### config.mk
export PLATFORM = sky130hd
export DESIGN_NAME = ysyx_041461_pipe_ctrl
export DESIGN_NICKNAME = d
export VERILOG_FILES = /design/src/rtl/ysyx_041461_pipe_ctrl_pkg.sv /design/src/rtl/ysyx_041461_pipe_ctrl_hazard_detect.sv /design/src/rtl/ysyx_041461_pipe_ctrl.sv
export SDC_FILE = /design/constraint.sdc
export NUM_CORES = 1
export LEC_CHECK = 0
export ABC_AREA = 1
export CELL_PAD_IN_SITES_DETAIL_PLACEMENT = 0
export CELL_PAD_IN_SITES_GLOBAL_PLACEMENT = 1
export CORE_MARGIN = 5
export CORE_UTILIZATION = 47
export DETAILED_ROUTE_END_ITERATION = 10
export DONT_BUFFER_PORTS = 1
export PLACE_DENSITY = 0.9
export SLEW_MARGIN = 5
export SYNTH_ARGS = -nofsm -noshare
export SYNTH_HDL_FRONTEND = slang
export SYNTH_SLANG_ARGS = --single-unit
### constraint.sdc
create_clock -name clk -period 4.08 [get_ports clk]
set_input_delay 1.224 -clock clk [delete_from_list [all_inputs] [get_ports clk]]
set_output_delay 1.224 -clock clk [all_outputs]
set_load 0.01 [all_outputs]
### src/rtl/ysyx_041461_pipe_ctrl_pkg.sv
// Shared codes for the pipeline controller: FSM states, PC select, trap and bubble constants.
package ysyx_041461_pipe_ctrl_pkg;

  typedef enum logic [1:0] {
    ST_RUN  = 2'd0,
    ST_MEMW = 2'd1,
    ST_TRAP = 2'd2
  } state_e;

  localparam logic [1:0]  PCSEL_SEQ    = 2'd0;
  localparam logic [1:0]  PCSEL_BRANCH = 2'd1;
  localparam logic [1:0]  PCSEL_TRAP   = 2'd2;

  localparam logic [3:0]  TRAP_NOP     = 4'd0;
  localparam logic [3:0]  TRAP_ECALL   = 4'd11;

  localparam logic [31:0] MEM_NOP      = 32'h0000_0013;
  localparam logic [31:0] WB_NOP       = 32'h0000_0013;

  localparam int MEM_TIMEOUT_DEF = 255;
  localparam int PERF_W_DEF      = 32;

  // Stage enable vector {IF,ID,EXE,MEM,WB}; flush vector {ID,EXE,MEM,WB}.
  localparam logic [4:0] EN_ALL      = 5'b11111;
  localparam logic [4:0] EN_WB_ONLY  = 5'b00001;
  localparam logic [4:0] EN_LOADUSE  = 5'b00111;
  localparam logic [4:0] EN_NO_IF    = 5'b01111;
  localparam logic [3:0] FL_NONE     = 4'b0000;
  localparam logic [3:0] FL_ALL      = 4'b1111;
  localparam logic [3:0] FL_TRAP     = 4'b1110;
  localparam logic [3:0] FL_WB       = 4'b0001;
  localparam logic [3:0] FL_EXE      = 4'b0100;
  localparam logic [3:0] FL_BRANCH   = 4'b1100;
  localparam logic [3:0] FL_ID       = 4'b1000;

endpackage

### src/rtl/ysyx_041461_pipe_ctrl_hazard_detect.sv
// Load-use hazard detection between the ID-stage sources and a load sitting in EXE.
module ysyx_041461_hazard_detect (
  input  logic [4:0] id_rs1_i,
  input  logic [4:0] id_rs2_i,
  input  logic       id_rs1_use_i,
  input  logic       id_rs2_use_i,
  input  logic       exe_valid_i,
  input  logic       exe_is_load_i,
  input  logic [4:0] exe_rd_i,
  output logic       load_use_o
);

  logic rs1_hit;
  logic rs2_hit;

  assign rs1_hit    = id_rs1_use_i & (id_rs1_i == exe_rd_i);
  assign rs2_hit    = id_rs2_use_i & (id_rs2_i == exe_rd_i);
  // x0 never carries a real dependency.
  assign load_use_o = exe_valid_i & exe_is_load_i & (exe_rd_i != 5'd0) & (rs1_hit | rs2_hit);

endmodule

### src/rtl/ysyx_041461_pipe_ctrl.sv
// Pipeline controller: stage enables/flushes, LSU wait sequencing with timeout, trap redirect.
// RUN: normal issue | MEMW: holding for LSU | TRAP: one-cycle trap redirect
module ysyx_041461_pipe_ctrl
  import ysyx_041461_pipe_ctrl_pkg::*;
#(
  parameter int MEM_TIMEOUT = MEM_TIMEOUT_DEF,
  parameter int PERF_W      = PERF_W_DEF
) (
  input  logic              clk,
  input  logic              rst,
  input  logic              ifu_ready_i,
  input  logic [4:0]        id_rs1_i,
  input  logic [4:0]        id_rs2_i,
  input  logic              id_rs1_use_i,
  input  logic              id_rs2_use_i,
  input  logic              exe_valid_i,
  input  logic [4:0]        exe_rd_i,
  input  logic              exe_is_load_i,
  input  logic              exe_redirect_i,
  input  logic              mem_valid_i,
  input  logic              mem_is_mem_i,
  input  logic [3:0]        mem_trap_i,
  input  logic              lsu_ready_i,
  output logic              IFreg_enable_o,
  output logic              IDreg_enable_o,
  output logic              EXEreg_enable_o,
  output logic              MEMreg_enable_o,
  output logic              WBreg_enable_o,
  output logic              IDreg_flush_o,
  output logic              EXEreg_flush_o,
  output logic              MEMreg_flush_o,
  output logic              WBreg_flush_o,
  output logic              pc_redirect_o,
  output logic [1:0]        pc_sel_o,
  output logic              mem_timeout_o,
  output logic [PERF_W-1:0] stall_cnt_o
);

  localparam int              WAIT_W      = $clog2(MEM_TIMEOUT + 1);
  localparam logic [WAIT_W-1:0] TIMEOUT_CNT = WAIT_W'(MEM_TIMEOUT);

  state_e              state_q, state_d;
  logic [WAIT_W-1:0]   wait_q, wait_d;
  logic [PERF_W-1:0]   stall_q, stall_d;
  logic [4:0]          en;
  logic [3:0]          fl;
  logic                trap_hit, lsu_wait, load_use;

  ysyx_041461_hazard_detect u_hazard (
    .id_rs1_i      (id_rs1_i),
    .id_rs2_i      (id_rs2_i),
    .id_rs1_use_i  (id_rs1_use_i),
    .id_rs2_use_i  (id_rs2_use_i),
    .exe_valid_i   (exe_valid_i),
    .exe_is_load_i (exe_is_load_i),
    .exe_rd_i      (exe_rd_i),
    .load_use_o    (load_use)
  );

  assign trap_hit = mem_valid_i & (mem_trap_i != TRAP_NOP);
  assign lsu_wait = mem_valid_i & mem_is_mem_i & ~lsu_ready_i;

  always_comb begin
    state_d       = state_q;
    wait_d        = wait_q;
    en            = EN_ALL;
    fl            = FL_NONE;
    pc_redirect_o = 1'b0;
    pc_sel_o      = PCSEL_SEQ;
    mem_timeout_o = 1'b0;
    if (rst) begin
      fl = FL_ALL;
    end else begin
      unique case (state_q)
        ST_RUN: begin
          // Trapping instruction keeps going into WB so the CSR update can land.
          if (trap_hit) begin
            fl      = FL_TRAP;
            state_d = ST_TRAP;
          end else if (lsu_wait) begin
            en      = EN_WB_ONLY;
            fl      = FL_WB;
            wait_d  = WAIT_W'(1);
            state_d = ST_MEMW;
          end else if (load_use) begin
            en = EN_LOADUSE;
            fl = FL_EXE;
          end else if (exe_redirect_i) begin
            fl            = FL_BRANCH;
            pc_redirect_o = 1'b1;
            pc_sel_o      = PCSEL_BRANCH;
          end else if (!ifu_ready_i) begin
            en = EN_NO_IF;
            fl = FL_ID;
          end
        end
        ST_MEMW: begin
          if (lsu_ready_i) begin
            wait_d  = '0;
            state_d = ST_RUN;
          end else if (wait_q == TIMEOUT_CNT) begin
            mem_timeout_o = 1'b1;
            fl            = FL_TRAP;
            wait_d        = '0;
            state_d       = ST_TRAP;
          end else begin
            en     = EN_WB_ONLY;
            fl     = FL_WB;
            wait_d = wait_q + 1'b1;
          end
        end
        ST_TRAP: begin
          fl            = FL_TRAP;
          pc_redirect_o = 1'b1;
          pc_sel_o      = PCSEL_TRAP;
          state_d       = ST_RUN;
        end
        default: state_d = ST_RUN;
      endcase
    end
  end

  always_comb begin
    stall_d = stall_q;
    if ((!en[4] || !en[1]) && (stall_q != '1)) stall_d = stall_q + 1'b1;
  end

  always_ff @(posedge clk) begin
    if (rst) begin
      state_q <= ST_RUN;
      wait_q  <= '0;
      stall_q <= '0;
    end else begin
      state_q <= state_d;
      wait_q  <= wait_d;
      stall_q <= stall_d;
    end
  end

  assign {IFreg_enable_o, IDreg_enable_o, EXEreg_enable_o, MEMreg_enable_o, WBreg_enable_o} = en;
  assign {IDreg_flush_o, EXEreg_flush_o, MEMreg_flush_o, WBreg_flush_o} = fl;
  assign stall_cnt_o = stall_q;

endmodule

# == Word-level counts from Yosys, hierarchy flattened ==
# Cells that the tools add are included.
# totals
regBits,42
# op_classes
addsub,2
eq_ne,10
mux,44
bitwise,10
reduce_logical,10
# op_table
op,count
$mux W5,8
$add A32 B1 Y32 const B,1
$mux W4,8
$mux W8,4
$ne A32 B32 Y1 const B,1
$pmux W8 S2,1
$mux W1,13
$pmux W4 S3,1
$eq A5 B5 Y1,2
$mux W2,5
$pmux W5 S2,1
$add A8 B1 Y8 const B,1
$and A1 B1 Y1,8
$eq A8 B8 Y1 const B,1
$pmux W2 S2,2
$ne A3 B3 Y1 const B,2
$reduce_bool A5 Y1,1
$ne A2 B2 Y1 const B,2
$reduce_bool A4 Y1,1
$reduce_and A3 Y1,1
$eq A2 B1 Y1 const B,1
$eq A2 B2 Y1 const B,1
$logic_not A1 Y1,2
$logic_not A2 Y1,1
7 further kinds,7

# == Longest topological paths before layout ==
# Gate-level depths: netlist of the first run.
# logic_depth
ltp_word,12
mapped_depth,12
mapped_depth_nobuf,12

# == Hierarchy ==
# A second synthesis of the first run with hierarchy kept.
# hier_totals
hier_cells,553
hier_area_um2,3170.5
# modules_own_cells
module,instances,cells_each,area_per_inst_um2
ysyx_041461_pipe_ctrl,1,497,2950.3
ysyx_041461_hazard_detect,1,56,220.2

# == Worst setup path after synthesis of the first run ==
# OpenSTA, ideal clock, no wires.
# synth_path
kind,input to output
startpoint,in mem_trap_i[3]
endpoint,out IFreg_enable_o
arrival_ns,2.201
t_required_ns,2.856
setup_slack_ns,0.655
cell_stages,9
path_buffers,1
path_cell_list,nor2_1 -> nand2_1 -> nand2_1 -> nand2_1 -> o21ai_2 -> nand2_2 -> nand3_4 -> buf_2 -> inv_1
# synth_between
elab_chain_cells,5
# synth_lines
element,line_no,text
start: declaration,ysyx_041461_pipe_ctrl.sv:22,"input logic [3:0] mem_trap_i,"
$reduce_bool A4 Y1,ysyx_041461_pipe_ctrl.sv:60,assign trap_hit = mem_valid_i & (mem_trap_i != TRAP_NOP);
$and A1 B1 Y1,ysyx_041461_pipe_ctrl.sv:60,
$mux W5,ysyx_041461_pipe_ctrl.sv:77,if (trap_hit) begin
$pmux W5 S2,ysyx_041461_pipe_ctrl.sv:74,unique case (state_q)
$mux W5,ysyx_041461_pipe_ctrl.sv:71,if (rst) begin
end: declaration,ysyx_041461_pipe_ctrl.sv:24,"output logic IFreg_enable_o,"
# No other way between the ends.

# == Final worst setup path of the first run ==
# layout_path
startpoint,in mem_trap_i[1]
endpoint,out IFreg_enable_o
# Same word-level chain as after synthesis.

==> results of run 1 <==
## per-layer routing
layer	vias to the layer above	GRT usage [%]	part of all wire (%)
met1	1327	22.63	42
met5	-	0	0
met3	14	5.676	7.4
met4	0	6.171	2.1
li1	1538	-	-
met2	91	31.89	49
## power breakdown
part	internal (µW)	switching, µW	leakage (µW)
Combinational	19.8	43.9	0.000875
Sequential	412	3.95	0.000339
Clock	196	141	0.0000573
## area by class of cell
class                   instances  share of cell area (%)
multi-input cells             375                   58.85
clock inverters                 1                  0.9608
clock buffers                   6                   2.642
repair buffers                  2                  0.4804
flip-flops and latches         42                   26.90
well taps                      77                   3.082
inverters                      59                   7.086
## critical path, cell delays in order
cell	delay [ns]
nor2_1	0.08
nand2_1	0.05
nand2_1	0.12
nand2_1	0.11
o21ai_2	0.16
nand2_2	0.17
nand3_4	0.12
inv_1	0.08
## worst max path at each step
stage	endpoint	start	cells past startpoint	slack, ns
2_1_floorplan	IFreg_enable_o	mem_trap_i[3]	9	0.66
3_3_place_gp	IFreg_enable_o	mem_trap_i[3]	8	0.75
3_5_place_dp	IFreg_enable_o	mem_trap_i[1]	8	0.71
4_1_cts	IFreg_enable_o	mem_trap_i[1]	8	0.70
5_1_grt	IDreg_enable_o	mem_trap_i[3]	8	0.55
6_report	IFreg_enable_o	mem_trap_i[1]	8	0.72
## kinds of logic after synthesis
group	Yosys count	share of synthesized area, %
simple gates	300	44.33
buf+inv	74	10.41
flops	42	28.11
other cells	1	0.1254
xor+xnor	27	7.905
compound gates	45	8.281
fa+ha+maj	2	0.8363
## layout by cell type (no fill, tap or decap), drive strengths merged, types with 2 or more instances in the layout
cell,Yosys,layout
o211ai,2,2
o21ai,3,3
a21oi,37,37
clkbuf,7,6
nor3,9,9
nor3b,2,2
nand3,52,52
xor2,15,15
nor2,72,72
xnor2,12,12
nand2,151,151
dfxtp,42,42
nand3b,2,2
ha,2,2
inv,58,58
buf,8,2
nand4,10,10
## through the flow
step | total power (µW) | setup WS (ns)
after floorplan | 486.9 | 0.6551
after CTS | 826.1 | 0.7033
after detailed placement | 490.0 | 0.7111
after global routing | 861.7 | 0.5465
after global placement | 488.9 | 0.7533
final | 816.7 | 0.7225
## sequential cells by signal (all words and copies together) (netlist names)
register / count
stall_cnt_o: 32
wait_q: 8
state_q: 2
==> results.md, run 1 <==
* Outcome: completed
* Worst min path class: flip-flop to flip-flop
* WHS at 0.4958 ns
* Nets at 517
* Clock Tree Root: clkbuf_8
* Startpoint types: primary input
* Synth area leader: dfxtp_1
* CTS Buf Count at 5
* Crit path kind: primary input to primary output
* Sequential share of the synthesized area at 28.11%
* GR Overflow Total at 0
* F_max at 297.8 MHz
* # H-tree levels at 2
* CTS tree: yes
* Synth-to-Final Area Change at 4.475%
* Mapped Cells at 491
* Post-CTS sizing at 0
* Worst R2R Setup Slack at 1.53 ns
* Reg2Reg Depth at 11
* Final Slew Violations at 0
* Setup TNS at 0 ns
* Initial Util at 47.66%
* Req. time, crit path at 2.86 ns
* PD cells at 261.3 mW/mm²
* Number of distinct library cells after synthesis at 35
* Num rows at 29
* Hold Path Stages at 2
* Placed insts at 555
* Hold Crit Start: wait_q[1]
* FF+latch area at 840.8 µm²
* Final hold vios at 0
* CORE AREA at 0.006277 mm²
* Synth warn at 0
* Post-CTS Setup Bufs at 0
* Hold Path End: wait_q[1]
* Mapped Nets at 523
* Skew-Pair Late Insertion Delay at 0.30 ns
* Period utilization at 82.29%
* Share of cells above drive strength 1 at 5.155%
* Die width at 89.78 µm
* Die Ht at 89.78 µm
* Multi-input gate area at 0.001839 mm²
* Worst vdd ir at 153.4 µV
* Die area at 0.008060 mm²
* # IOs at 75
* Flops & latches, synth at 42
* Routed via count at 2970
* Largest net degree at the start of global routing at 42
* RSZ-0062 raised after global routing: no
* Ys flop type: dfxtp_1
* Filler cell count at 689
* Clock Skews at 0.006031 ns
* Max transition margin at 65.58%
* DR vias/cell at 5.285
* Clock Path Buffers at 2
* Final setup violation count at 0
* Clock-pin slew on the worst setup and hold paths at 0.08 ns
* HPWL Detailed at 5725 µm
* Worst-Margin Slew at 0.5124 ns
* Max_cap viols at 0
* Critical R2R Launch: stall_cnt_o[0]
* Ant diodes at 0
* Clock sink count at 42
* Post-synth top cells: 147 x nand2_1, 68 x nor2_1, 58 x inv_1
* Count leader, synth: nand2_1
* Vias in the first global route at 2796
* Worst setup EP type: primary output
* Gp weighted congestion at 0.8967
* Tmin final at 3.358 ns
* Post-synth EDFFs at 0
* Drt pass-1 iters at 4
* Post-synth top area share at 28.11%
* IO Port Bufs at 0
* Async S/R FF share, synth at 0%
* Non-Filler Instances at 562
* WP data arrival at 2.13 ns
* Post-synthesis average cell area at 6.093 µm²
* GRT Total Usage at 18.85%
* Most area-consuming cells after synthesis: dfxtp_1 28%, nand2_1 18%, nand3_1 8.5%
* Final ANT Viol Nets at 0
* DP Area at 0.003013 mm²
* # DRC at 0
* Max FO, Critical Path at 5
* Global-route wire length before repair at 13050 µm
* Synthesized cell area at 0.002992 mm²
* Post-Route WL at 7441 µm
* Util after Layout at 49.79%
* Cell leakage power at 0.001271 µW
* Post-route cell area at 0.003126 mm²
* Terminus of the critical flop-to-flop path: stall_cnt_o[1]
* 1st-iter DRT viols at 125
* Wire per inst at 13.24 µm
* Initial antenna violation count at 0
* # hold bufs at CTS at 0
(Power assumes the default switching activity.)
==> inputs of run 2 (changes only) <==
CORE_UTILIZATION = 39   (was 47)
PLACE_DENSITY = 0.8   (was 0.9)
clock period = 3 ns   (was 4.08 ns; I/O delays follow)
==> results.md, run 2 (same netlist as run 1, synthesis figures left out) <==
* Most frequent cells in the layout: 147 x nand2_1, 68 x nor2_1, 58 x inv_1 (unchanged)
* Clock Path Buffers at 2 (unchanged)
* # IOs at 75 (unchanged)
* Tmin final at 2.742 ns
* Most common cell after layout, fill and taps aside: nand2_1 (unchanged)
* Wire per inst at 13.18 µm (was 13.24 µm)
* Clock Skews at 0.002163 ns (was 0.006031 ns)
* Req. time, crit path at 2.10 ns (was 2.86 ns)
* Max FFs per register at 32 (unchanged)
* Startpoint types: flip-flop (was primary input)
* Initial antenna violation count at 0 (unchanged)
* Crit path kind: flip-flop to primary output (was primary input to primary output)
* Sw Pwr at 268.7 µW (was 188.9 µW)
* CORE AREA at 0.007607 mm² (was 0.006277 mm²)
* Post-CTS sizing at 0 (unchanged)
* DP Area at 0.003059 mm² (was 0.003013 mm²)
* Share of cells above drive strength 1 at 5.738% (was 5.155%)
* # hold bufs at CTS at 0 (unchanged)
* 1st-iter DRT viols at 143 (was 125)
* GR Overflow Total at 0 (unchanged)
* Worst setup EP type: primary output (unchanged)
* Max transition margin at 64.02% (was 65.58%)
* CTS Buf Count at 5 (unchanged)
* Filler cell count at 861 (was 689)
* Clock Tree Root: clkbuf_8 (unchanged)
* Worst R2R Setup Slack at 0.69 ns (was 1.53 ns)
* HPWL Detailed at 6120 µm (was 5725 µm)
* PD cells at 348.2 mW/mm² (was 261.3 mW/mm²)
* Period utilization at 91.40%
* Nets at 519 (was 517)
* F_max at 364.7 MHz
* Outcome: completed (unchanged)
* Final Slew Violations at 0 (unchanged)
* Cell Int Power at 834.4 µW (was 627.8 µW)
* Ant diodes at 0 (unchanged)
* Worst vdd ir at 165.3 µV (was 153.4 µV)
* Final ANT Viol Nets at 0 (unchanged)
* Vias in the first global route at 2785 (was 2796)
* Largest net degree at the start of global routing at 42 (unchanged)
* Die width at 97.59 µm (was 89.78 µm)
* # DRC at 0 (unchanged)
* WP data arrival at 1.84 ns (was 2.13 ns)
* IO Port Bufs at 0 (unchanged)
* Cell leakage power at 0.001281 µW (was 0.001271 µW)
* # H-tree levels at 2 (unchanged)
* Final worst slack at 0.2580 ns (was 0.7225 ns)
* Share of power burned in registers at 51.3% (was 51.0%)
* Post-route cell area at 0.003168 mm² (was 0.003126 mm²)
* Synth-to-Final Area Change at 5.897% (was 4.475%)
* Routed via count at 2914 (was 2970)
* Num rows at 32 (was 29)
* CTS tree: yes (unchanged)
* Worst min path class: flip-flop to flip-flop (unchanged)
* DR vias/cell at 4.939 (was 5.285)
* Clock-pin slew on the worst setup and hold paths at 0.08 ns (about the same)
* Post-Route WL at 7775 µm (was 7441 µm)
* Global-route wire length before repair at 13060 µm (was 13050 µm)
* Max_cap viols at 0 (unchanged)
* Skew-Pair Late Insertion Delay at 0.29 ns (was 0.30 ns)
* Switch share at 24.36% (was 23.13%)
* Setup TNS at 0 ns (unchanged)
* Post-CTS Setup Bufs at 0 (unchanged)
* Gate power share at 8.0% (was 7.8%)
* Final hold vios at 0 (unchanged)
* GRT Total Usage at 16.32% (was 18.85%)
* Initial Util at 39.33% (was 47.66%)
* RSZ-0062 raised after global routing: no (unchanged)
* Max FO, Critical Path at 5 (unchanged)
* Final setup violation count at 0 (unchanged)
* Die Ht at 97.59 µm (was 89.78 µm)
* Clock sink count at 42 (unchanged)
* Setup WS pre-CTS at 0.2792 ns (was 0.7111 ns)
* Worst-Margin Slew at 0.5356 ns (was 0.5124 ns)
* Die area at 0.009523 mm² (was 0.008060 mm²)
* Clock power frac at 40.7% (was 41.2%)
* Drt pass-1 iters at 4 (unchanged)
* Gp weighted congestion at 0.8738 (was 0.8967)
[run 2: metal layers]
layer	global-route usage, %	vias to the layer above	routed length, µm
met3	4.810	7	567
met1	19.37	1289	3330
met5	0	-	0
met4	3.834	0	76
li1	-	1542	-
met2	28.84	76	3801
[run 2: power groups by stage]
stage	Clock, µW	Combinational [µW]	Sequential, µW
finish	448	88.7	566
CTS	462	90.6	566
floorplan	0	84.4	578
global route	485	103	567
global placement	0	89.5	579
detailed placement	0	89.9	579
[run 2: path summary, 6_finish.rpt]
kind / from / endpoint / cells past startpoint
worst max register to register: stall_cnt_o[0] / stall_cnt_o[0] / 10
worst min register to register: wait_q[1] / wait_q[1] / 2
worst min-delay path: wait_q[1] / wait_q[1] / 2
worst max-delay path: wait_q[0] / IFreg_enable_o / 9
[run 2: final cells by class]
class / instances / area, µm² / share of cell area, %
clock inverters: 3 / 40.04 / 1.264
repair buffers: 4 / 30.03 / 0.9479
multi-input cells: 375 / 1839 / 58.06
clock buffers: 5 / 68.82 / 2.172
inverters: 59 / 221.5 / 6.991
flip-flops and latches: 42 / 840.8 / 26.54
well taps: 102 / 127.6 / 4.028
[run 2: metrics by stage]
stage | power, µW | instances | hold slack [ns] | utilization [%]
finish | 1103 | 590 | 0.4799 | 41.64
global route | 1155 | 590 | 0.4953 | 41.64
CTS | 1118 | 590 | 0.4824 | 41.64
detailed placement | 669.2 | 582 | 0.4691 | 40.21
global placement | 668.6 | 582 | 0.4615 | 40.21
floorplan | 662.2 | 491 | 0.4564 | -
[run 2: critical path, cell delays in order (launching register included)]
cell	delay, ns
dfxtp_1	0.36
ha_1	0.18
inv_1	0.06
nor2_2	0.16
nand4_2	0.18
nand2_2	0.14
o21ai_2	0.07
nand2_2	0.18
nand3_4	0.10
inv_1	0.12
==> inputs of run 3 (changes only) <==
PLACE_DENSITY = unset   (was 0.8)
PLACE_DENSITY_LB_ADDON = 0.1   (was unset)
==> results.md, run 3 (same netlist as run 1, synthesis figures left out) <==
* Outcome: completed (unchanged)
* Post-CTS Setup Bufs at 0 (unchanged)
* Clock Tree Root: clkbuf_8 (unchanged)
* # H-tree levels at 2 (unchanged)
* F_max at 363.1 MHz (was 364.7 MHz)
* Post-route cell area at 0.003196 mm² (was 0.003168 mm²)
* Req. time, crit path at 2.10 ns (about the same)
* GRT Total Usage at 16.77% (was 16.32%)
* Final setup violation count at 0 (unchanged)
* Worst setup EP type: primary output (unchanged)
* CTS Buf Count at 5 (unchanged)
* Drt pass-1 iters at 5 (was 4)
* Gp weighted congestion at 0.9027 (was 0.8738)
* GR Overflow Total at 0 (unchanged)
* Worst min path class: flip-flop to flip-flop (unchanged)
* Post-Route WL at 8008 µm (was 7775 µm)
* # hold bufs at CTS at 0 (unchanged)
* Clock power frac at 40.8% (was 40.7%)
* Startpoint types: flip-flop (unchanged)
* DR vias/cell at 4.857 (was 4.939)
* Clock Path Buffers at 2 (unchanged)
* Worst vdd ir at 226.1 µV (was 165.3 µV)
* IO Port Bufs at 0 (unchanged)
* Clock Skews at 0.004594 ns (was 0.002163 ns)
* Final ANT Viol Nets at 0 (unchanged)
* Initial antenna violation count at 0 (unchanged)
* Most frequent cells in the layout: 147 x nand2_1, 68 x nor2_1, 58 x inv_1 (unchanged)
* Synth-to-Final Area Change at 6.817% (was 5.897%)
* CORE AREA at 0.007607 mm² (unchanged)
* Cell leakage power at 0.001288 µW (was 0.001281 µW)
* # DRC at 0 (unchanged)
* WP data arrival at 1.85 ns (was 1.84 ns)
* 1st-iter DRT viols at 119 (was 143)
* Global-route wire length before repair at 13380 µm (was 13060 µm)
* Clock sink count at 42 (unchanged)
* Die area at 0.009523 mm² (unchanged)
* Max_cap viols at 0 (unchanged)
* Setup TNS at 0 ns (unchanged)
* Share of cells above drive strength 1 at 6.314% (was 5.738%)
* Switch share at 24.58% (was 24.36%)
* PD cells at 348.8 mW/mm² (was 348.2 mW/mm²)
* Die width at 97.59 µm (unchanged)
* Most common cell after layout, fill and taps aside: nand2_1 (unchanged)
* Vias in the first global route at 2771 (was 2785)
* Sw Pwr at 274.0 µW (was 268.7 µW)
* Nets at 522 (was 519)
* Crit path kind: flip-flop to primary output (unchanged)
* Period utilization at 91.81% (was 91.40%)
* Ant diodes at 0 (unchanged)
* Cell Int Power at 840.5 µW (was 834.4 µW)
* Tmin final at 2.754 ns (was 2.742 ns)
* Num rows at 32 (unchanged)
* Max FO, Critical Path at 5 (unchanged)
* RSZ-0062 raised after global routing: no (unchanged)
* Wire per inst at 13.50 µm (was 13.18 µm)
* Max FFs per register at 32 (unchanged)
* Post-CTS sizing at 0 (unchanged)
* Final Slew Violations at 0 (unchanged)
* # IOs at 75 (unchanged)
* Clock-pin slew on the worst setup and hold paths at 0.09 ns (was 0.08 ns)
* DP Area at 0.003082 mm² (was 0.003059 mm²)
* Largest net degree at the start of global routing at 42 (unchanged)
* CTS tree: yes (unchanged)
* Share of power burned in registers at 50.6% (was 51.3%)
* Skew-Pair Late Insertion Delay at 0.29 ns (about the same)
* Initial Util at 39.33% (unchanged)
* HPWL Detailed at 6291 µm (was 6120 µm)
* Gate power share at 8.6% (was 8.0%)
* Final hold vios at 0 (unchanged)
* Die Ht at 97.59 µm (unchanged)
* Routed via count at 2880 (was 2914)
run 3: cell types whose count changed in the layout (fill, tap and decap cells not counted), sizes merged:
cell / previous run / this run
clkinvlp: 0 / 2
clkinv: 3 / 1
buf: 4 / 7
run 3: routing by layer:
layer | global-route usage [%] | part of all wire (%) | vias up
met4 | 3.301 | 0.60 | 0
met5 | 0 | 0 | -
met1 | 20.24 | 42 | 1264
met3 | 4.020 | 5.5 | 5
met2 | 30.21 | 52 | 67
li1 | - | - | 1544
run 3: final timing paths:
kind                   from        endpoint  slack [ns]  depth (start not counted)
setup / recovery  wait_q[0]  IFreg_enable_o        0.25                          9
hold / removal    wait_q[1]       wait_q[1]        0.48                          2
setup reg to reg  wait_q[0]  stall_cnt_o[1]        0.70                         13
hold reg to reg   wait_q[1]       wait_q[1]        0.48                          2
run 3: critical path, cell delays in order, from the launching register on:
cell	delay (ns)
dfxtp_1	0.38
ha_1	0.19
inv_1	0.06
nor2_2	0.16
nand4_2	0.17
nand2_2	0.13
o21ai_2	0.07
nand2_2	0.18
nand3_4	0.10
inv_1	0.12
run 3: power by group through the flow:
stage / logic (µW) / clock network (µW) / registers [µW]
floorplan: 84.4 / 0 / 578
global placement: 96.5 / 0 / 578
detailed placement: 96.6 / 0 / 578
CTS: 97.1 / 474 / 565
global route: 111 / 492 / 566
finish: 95.4 / 455 / 564
run 3: cell type report:
| class | instances | area (µm²) |
|---|---|---|
| Fill cell | 873 | 4412 |
| Multi-Input combinational cell | 375 | 1839 |
| Sequential cell | 42 | 840.8 |
| Inverter | 59 | 221.5 |
| Tap cell | 102 | 127.6 |
| Clock buffer | 5 | 68.82 |
| Timing Repair Buffer | 7 | 52.55 |
| Clock inverter | 3 | 45.04 |
run 3: through the flow:
step	power [µW]	util (%)	hold WS [ns]	setup slack, ns	std cells
floorplan	662.2	-	0.4564	0.2231	491
global placement	674.1	40.51	0.4643	0.3075	585
detailed placement	674.3	40.51	0.4688	0.2648	585
CTS	1135	42.01	0.4829	0.2087	593
global route	1169	42.01	0.5012	0.05483	593
finish	1115	42.01	0.4791	0.2456	593
